**src/rtl/picosoc_iomux.sv**
```systemverilog
// picosoc_iomux: decoded I/O fabric for the PicoSoC iomem bus.
// Splits the CPU-side iomem port into NUM_PORTS windowed peripheral ports,
// registers each request, allows one outstanding transaction and turns
// unmapped accesses or stalled slaves into error responses.
// Optional build macro: PICOSOC_IOMUX_WPROT_EN (per-port write protection
// through WPROT_MASK; writes to a protected port are answered as unmapped).
module picosoc_iomux #(
  parameter int                   NUM_PORTS   = 4,
  parameter logic [31:0]          BASE_ADDR   = 32'h0300_0000,
  parameter int                   PORT_AWIDTH = 8,
  parameter int                   TIMEOUT     = 255,
  parameter logic [31:0]          ERR_RDATA   = 32'hFFFF_FFFF,
  parameter logic [NUM_PORTS-1:0] WPROT_MASK  = '0
) (
  input  logic                    clk,
  input  logic                    resetn,
  input  logic                    mem_valid,
  output logic                    mem_ready,
  input  logic [31:0]             mem_addr,
  input  logic [31:0]             mem_wdata,
  input  logic [3:0]              mem_wstrb,
  output logic [31:0]             mem_rdata,
  output logic [NUM_PORTS-1:0]    p_valid,
  input  logic [NUM_PORTS-1:0]    p_ready,
  output logic [31:0]             p_addr,
  output logic [31:0]             p_wdata,
  output logic [3:0]              p_wstrb,
  input  logic [32*NUM_PORTS-1:0] p_rdata,
  output logic                    err_irq,
  output logic [31:0]             err_addr
);

  localparam int PW = (NUM_PORTS > 1) ? $clog2(NUM_PORTS) : 1;
  localparam int UW = 32 - PORT_AWIDTH;
  localparam logic [UW-1:0] BASE_HI = BASE_ADDR[31:PORT_AWIDTH];
  localparam logic [15:0]   TMO     = 16'(TIMEOUT);

`ifdef PICOSOC_IOMUX_WPROT_EN
  localparam bit WPROT_EN = 1'b1;
`else
  localparam bit WPROT_EN = 1'b0;
`endif

  localparam logic [1:0] S_IDLE = 2'd0;
  localparam logic [1:0] S_REQ  = 2'd1;
  localparam logic [1:0] S_RESP = 2'd2;

  logic [1:0]           state_q, state_d;
  logic [NUM_PORTS-1:0] p_valid_q, p_valid_d;
  logic [31:0]          p_addr_q, p_addr_d;
  logic [31:0]          p_wdata_q, p_wdata_d;
  logic [3:0]           p_wstrb_q, p_wstrb_d;
  logic [PW-1:0]        sel_q, sel_d;
  logic [15:0]          cnt_q, cnt_d;
  logic                 mem_ready_q, mem_ready_d;
  logic [31:0]          mem_rdata_q, mem_rdata_d;
  logic                 err_irq_q, err_irq_d;
  logic [31:0]          err_addr_q, err_addr_d;

  logic                 hit;
  logic [PW-1:0]        hit_idx;
  logic                 wp_block;
  logic [31:0]          rd_arr [NUM_PORTS];

  // Unpack the flat read-data bus so the selected slice can be indexed.
  for (genvar g = 0; g < NUM_PORTS; g++) begin : g_rd
    assign rd_arr[g] = p_rdata[32*g +: 32];
  end

  // Window decode: port i owns the 2^PORT_AWIDTH block at BASE_ADDR + i*size.
  always_comb begin
    hit     = 1'b0;
    hit_idx = '0;
    for (int i = 0; i < NUM_PORTS; i++) begin
      if (mem_addr[31:PORT_AWIDTH] == BASE_HI + UW'(i)) begin
        hit     = 1'b1;
        hit_idx = PW'(i);
      end
    end
  end

  // Writes to a protected port are refused before reaching the slave.
  assign wp_block = WPROT_EN && (mem_wstrb != 4'b0000) && WPROT_MASK[hit_idx];

  // Next-state logic: IDLE decodes, REQ waits for ready or timeout, RESP acks.
  always_comb begin
    state_d     = state_q;
    p_valid_d   = p_valid_q;
    p_addr_d    = p_addr_q;
    p_wdata_d   = p_wdata_q;
    p_wstrb_d   = p_wstrb_q;
    sel_d       = sel_q;
    cnt_d       = cnt_q;
    mem_ready_d = 1'b0;
    mem_rdata_d = '0;
    err_irq_d   = 1'b0;
    err_addr_d  = err_addr_q;
    case (state_q)
      S_IDLE: begin
        if (mem_valid) begin
          if (hit && !wp_block) begin
            p_addr_d  = mem_addr;
            p_wdata_d = mem_wdata;
            p_wstrb_d = mem_wstrb;
            p_valid_d = NUM_PORTS'(1) << hit_idx;
            sel_d     = hit_idx;
            cnt_d     = '0;
            state_d   = S_REQ;
          end else begin
            // Unmapped or refused: answer directly, nothing reaches a slave.
            state_d     = S_RESP;
            mem_ready_d = 1'b1;
            mem_rdata_d = ERR_RDATA;
            err_irq_d   = 1'b1;
            err_addr_d  = mem_addr;
          end
        end
      end
      S_REQ: begin
        if (p_ready[sel_q]) begin
          // Ready beats a coincident timeout.
          p_valid_d   = '0;
          state_d     = S_RESP;
          mem_ready_d = 1'b1;
          mem_rdata_d = rd_arr[sel_q];
        end else if (TIMEOUT != 0 && cnt_q == TMO) begin
          p_valid_d   = '0;
          state_d     = S_RESP;
          mem_ready_d = 1'b1;
          mem_rdata_d = ERR_RDATA;
          err_irq_d   = 1'b1;
          err_addr_d  = p_addr_q;
        end else begin
          cnt_d = cnt_q + 16'd1;
        end
      end
      S_RESP: state_d = S_IDLE;
      default: state_d = S_IDLE;
    endcase
  end

  // State registers; reset aborts any slave access immediately.
  always_ff @(posedge clk or negedge resetn) begin
    if (!resetn) begin
      state_q     <= S_IDLE;
      p_valid_q   <= '0;
      p_addr_q    <= '0;
      p_wdata_q   <= '0;
      p_wstrb_q   <= '0;
      sel_q       <= '0;
      cnt_q       <= '0;
      mem_ready_q <= 1'b0;
      mem_rdata_q <= '0;
      err_irq_q   <= 1'b0;
      err_addr_q  <= '0;
    end else begin
      state_q     <= state_d;
      p_valid_q   <= p_valid_d;
      p_addr_q    <= p_addr_d;
      p_wdata_q   <= p_wdata_d;
      p_wstrb_q   <= p_wstrb_d;
      sel_q       <= sel_d;
      cnt_q       <= cnt_d;
      mem_ready_q <= mem_ready_d;
      mem_rdata_q <= mem_rdata_d;
      err_irq_q   <= err_irq_d;
      err_addr_q  <= err_addr_d;
    end
  end

  assign mem_ready = mem_ready_q;
  assign mem_rdata = mem_rdata_q;
  assign p_valid   = p_valid_q;
  assign p_addr    = p_addr_q;
  assign p_wdata   = p_wdata_q;
  assign p_wstrb   = p_wstrb_q;
  assign err_irq   = err_irq_q;
  assign err_addr  = err_addr_q;

endmodule

```
**config.mk**
```make
export PLATFORM = sky130hd
export DESIGN_NAME = picosoc_iomux
export DESIGN_NICKNAME = d
export VERILOG_FILES = /design/src/rtl/picosoc_iomux.sv
export SDC_FILE = /design/constraint.sdc
export NUM_CORES = 1
export LEC_CHECK = 0
export ABC_AREA = 1
export BUFFER_PORTS_ARGS = -buffer_cell sky130_fd_sc_hd__buf_2
export CORE_MARGIN = 1.5
export CORE_UTILIZATION = 48
export DETAILED_ROUTE_END_ITERATION = 7
export PLACE_DENSITY = 0.81
export SETUP_SLACK_MARGIN = 0.5
export SLEW_MARGIN = 20
export SYNTH_ARGS = -nofsm -noshare
export SYNTH_HDL_FRONTEND = slang
export SYNTH_SLANG_ARGS = --single-unit
```
**constraint.sdc**
```tcl
create_clock -name clk -period 2.2 [get_ports clk]
set_input_delay 0.11 -clock clk [delete_from_list [all_inputs] [get_ports clk]]
set_output_delay 0.11 -clock clk [all_outputs]
set_load 0.05 [all_outputs]
```
==> run metrics <==
status=completed; Critical-path top delay cell=dfrtp_1; Worst setup EP type=flip-flop; maximum VDD drop=roughly 0.65 mV; FF-to-FF Start=cnt_q[1]; Synth Area per Inst=7.38 µm²; Critical Path AT=around 2.0 ns; WHS Endpoint=err_addr[29]; die area=17300 µm²; PD cells=1070 nW/µm²; final cell count without fillers=around 1700; Worst-Margin Slew=0.570 ns; worst-case clock buffer depth=2; via count=between 8000 and 9000; leak pwr=~6 nW; IO Count=341; Setup Crit Path Kind=flip-flop to flip-flop; tightest hold margin=0.0219 ns; ys async rst share=100%; Final HPWL DP=17000 µm; wire per inst=roughly 16 µm; RSZ-0062 raised after global routing=yes; register bit count reported by yosys=158; sequential share of the synthesized area=50.0%; DR pass1 iterations=5; Final period util=75.1%; CTS Buf Count=17; final setup fails=0; critical path's most frequent cell=nand2_4; Worst-Skew Late Latency=0.43 ns; Crit path required time=2.52 ns; area leader, netlist=dfrtp_1; top cells by area, synth=dfrtp_1 (50%), nand2_1 (22%), nand3_1 (7.3%); Max Cap Violations=0; Main synth FF type=dfrtp_1; worst hold path type=input port to flip-flop; Layout area overhead=39.7%; fin worst setup slack=about 0.55 ns; clk_skew=0.00994 ns; post-synth cell types=34; die height=131 µm; most common cell in the netlist=nand2_1; initial DRC count=about 460; Hold Crit Start=mem_addr[29]; critical path launch point type=flip-flop; Mapped Area=slightly below 8000 µm²; R2R Setup Slk=around 0.55 ns; hold path cells=5; layout cell share with drive strength beyond 1=~30%; Post-Syn Nets=around 1300; ANT cells=0; FF-to-FF End=p_valid[3]; cells after synthesis=1073; max-slew violations=0; CORE AREA=16000 µm²; number of port buffers=340; Ys Warns=0; H-tree levels=4; initial antenna violation count=0; top cell type's share of synthesized area=approximately 50%; GRT overflow=0; commonest cells in the netlist=nand2_1 (457), dfrtp_1 (158), nand3_1 (115); Clock Tree Root=clkbuf_16; final setup TNS=0 ns; CTS tree=yes; number of global-route vias before repair=8623; crit path max fanout=4; Sinks on Clock Net=158; gr usage total=30.4%; Placement Setup Slack=0.209 ns; Largest stage delay, worst path=0.36 ns; Hold Violations, Final=0; Rows=46; Final nets=1645; global-route wire length before repair=42000 µm; ANT nets after route=0; Die Width=131 µm; # DRC=0; Fillers=between 1000 and 1500; vias per inst=approximately 5.1; Placed Cells=1584; CP cell instances=ha_2, nand2_4, nor2_4, nand2_4, inv_4, nand2_4, nand3_2, nand3_1, nand2_1, nand2_1; relative slew slack=62.0%; Worst-path clk slew=~0.070 ns; GP Congestion=approximately 0.88; routed wire length=approximately 27000 µm; Initial Utilization=49.5%; pin count of the biggest net entering global routing=65; Worst R2R Path Depth=10; FMAX=605 MHz; number of synthesized flops with an enable pin=0; post-layout utilization of the core=around 69%; Final min period=around 1.7 ns
## through the flow
step | cell area [µm²] | power [mW]
after floorplan | 7910 | 7.28
after global placement | 9790 | 8.56
after detailed placement | 9790 | 8.65
after CTS | 10900 | 11.8
after global routing | 11100 | 12.4
final | 11100 | 11.9
## report_power, final
| group | leakage [nW] | internal (mW) | total, mW | switching, mW |
|---|---|---|---|---|
| Sequential | 1.97 | 3.53 | 3.82 | 0.291 |
| Combinational | 3.91 | 1.27 | 5.16 | 3.89 |
| Clock | 0.272 | 1.59 | 2.91 | 1.31 |
| Total | 6.15 | 6.39 | 11.9 | 5.49 |
## sequential cells by signal (all words and copies together) (netlist names)
register / cells
p_wdata: 32
mem_ready: 1
err_addr: 32
state_q: 2
cnt_q: 16
p_addr: 32
err_irq: 1
p_wstrb: 4
mem_rdata: 32
p_valid: 4
sel_q: 2
## layout by cell type (no fill, tap or decap), types with 2 or more instances in the layout
master / netlist / final
buf_12: 0 / 7
buf_4: 5 / 11
nand3_2: 2 / 3
dfrtp_1: 158 / 157
a21oi_1: 32 / 32
o21ai_0: 64 / 64
inv_1: 56 / 55
xnor2_1: 2 / 2
clkinvlp_4: 0 / 4
nor2_4: 2 / 5
or2_2: 2 / 2
dlygate4sd3_1: 0 / 45
nand2_4: 1 / 7
clkbuf_16: 0 / 18
buf_2: 28 / 339
inv_8: 0 / 2
nand2_8: 0 / 2
inv_6: 0 / 7
nand2_2: 7 / 9
nor2_1: 77 / 76
nor2_2: 4 / 2
nand3_1: 115 / 114
nand2_1: 457 / 450
o21bai_1: 2 / 2
nand3_4: 1 / 2
nor3_1: 3 / 2
xor2_1: 5 / 5
inv_2: 2 / 2
buf_6: 1 / 4
nand4_1: 3 / 3
o21ai_1: 8 / 8
## how the worst max path moves through the flow
stage	start	endpoint	cells after the start
after floorplan	cnt_q[0]	cnt_q[9]	12
after global placement	cnt_q[0]	cnt_q[6]	11
after detailed placement	cnt_q[0]	cnt_q[7]	11
after CTS	cnt_q[0]	p_valid[0]	10
after global routing	cnt_q[0]	cnt_q[8]	11
final	cnt_q[1]	p_valid[3]	10
## timing repair
item                                    CTS  global route
hold buffers                             45             0
endpoints found under the setup margin   84            91
buffers inserted                          2             2
pin swaps                                 3             5
endpoints found under the hold margin   101             0
cloned                                    4             1
gates resized for setup                   8            23
## per-layer routing
layer	track usage [%]	vias to the layer above	wire [µm]
met1	34.0	4027	10400
met3	9.88	68	2130
met4	14.2	0	962
li1	-	4123	-
met5	0	-	0
met2	52.6	375	13100
## cell families after synthesis
| logic type | share of synthesized area, % |
|---|---|
| AOI/OAI and AO/OA | 6.88 |
| xor gates and xnor gates | 0.775 |
| adders and majority gates | 0.158 |
| buffers and inverters | 6.53 |
| DFF | 50.0 |
| and+or+nand+nor | 35.7 |
## cell type report
cell class	count	area (µm²)	share of cell area, %
Clock inverter	15	149	1.35
Tap cell	216	270	2.44
Multi-Input combinational cell	798	3580	32.4
Clock buffer	17	425	3.85
Timing Repair Buffer	408	2450	22.2
Inverter	58	220	1.99
Sequential cell	158	3960	35.8
## worst max-delay path: cells and delay by family (launching register included)
kind	cells	cell delay, ns
DFF	1	0.36
buffers and inverters	1	0.09
and+or+nand+nor	8	0.87
adders and majority gates	1	0.22
Power figures use the tool's default switching activity.
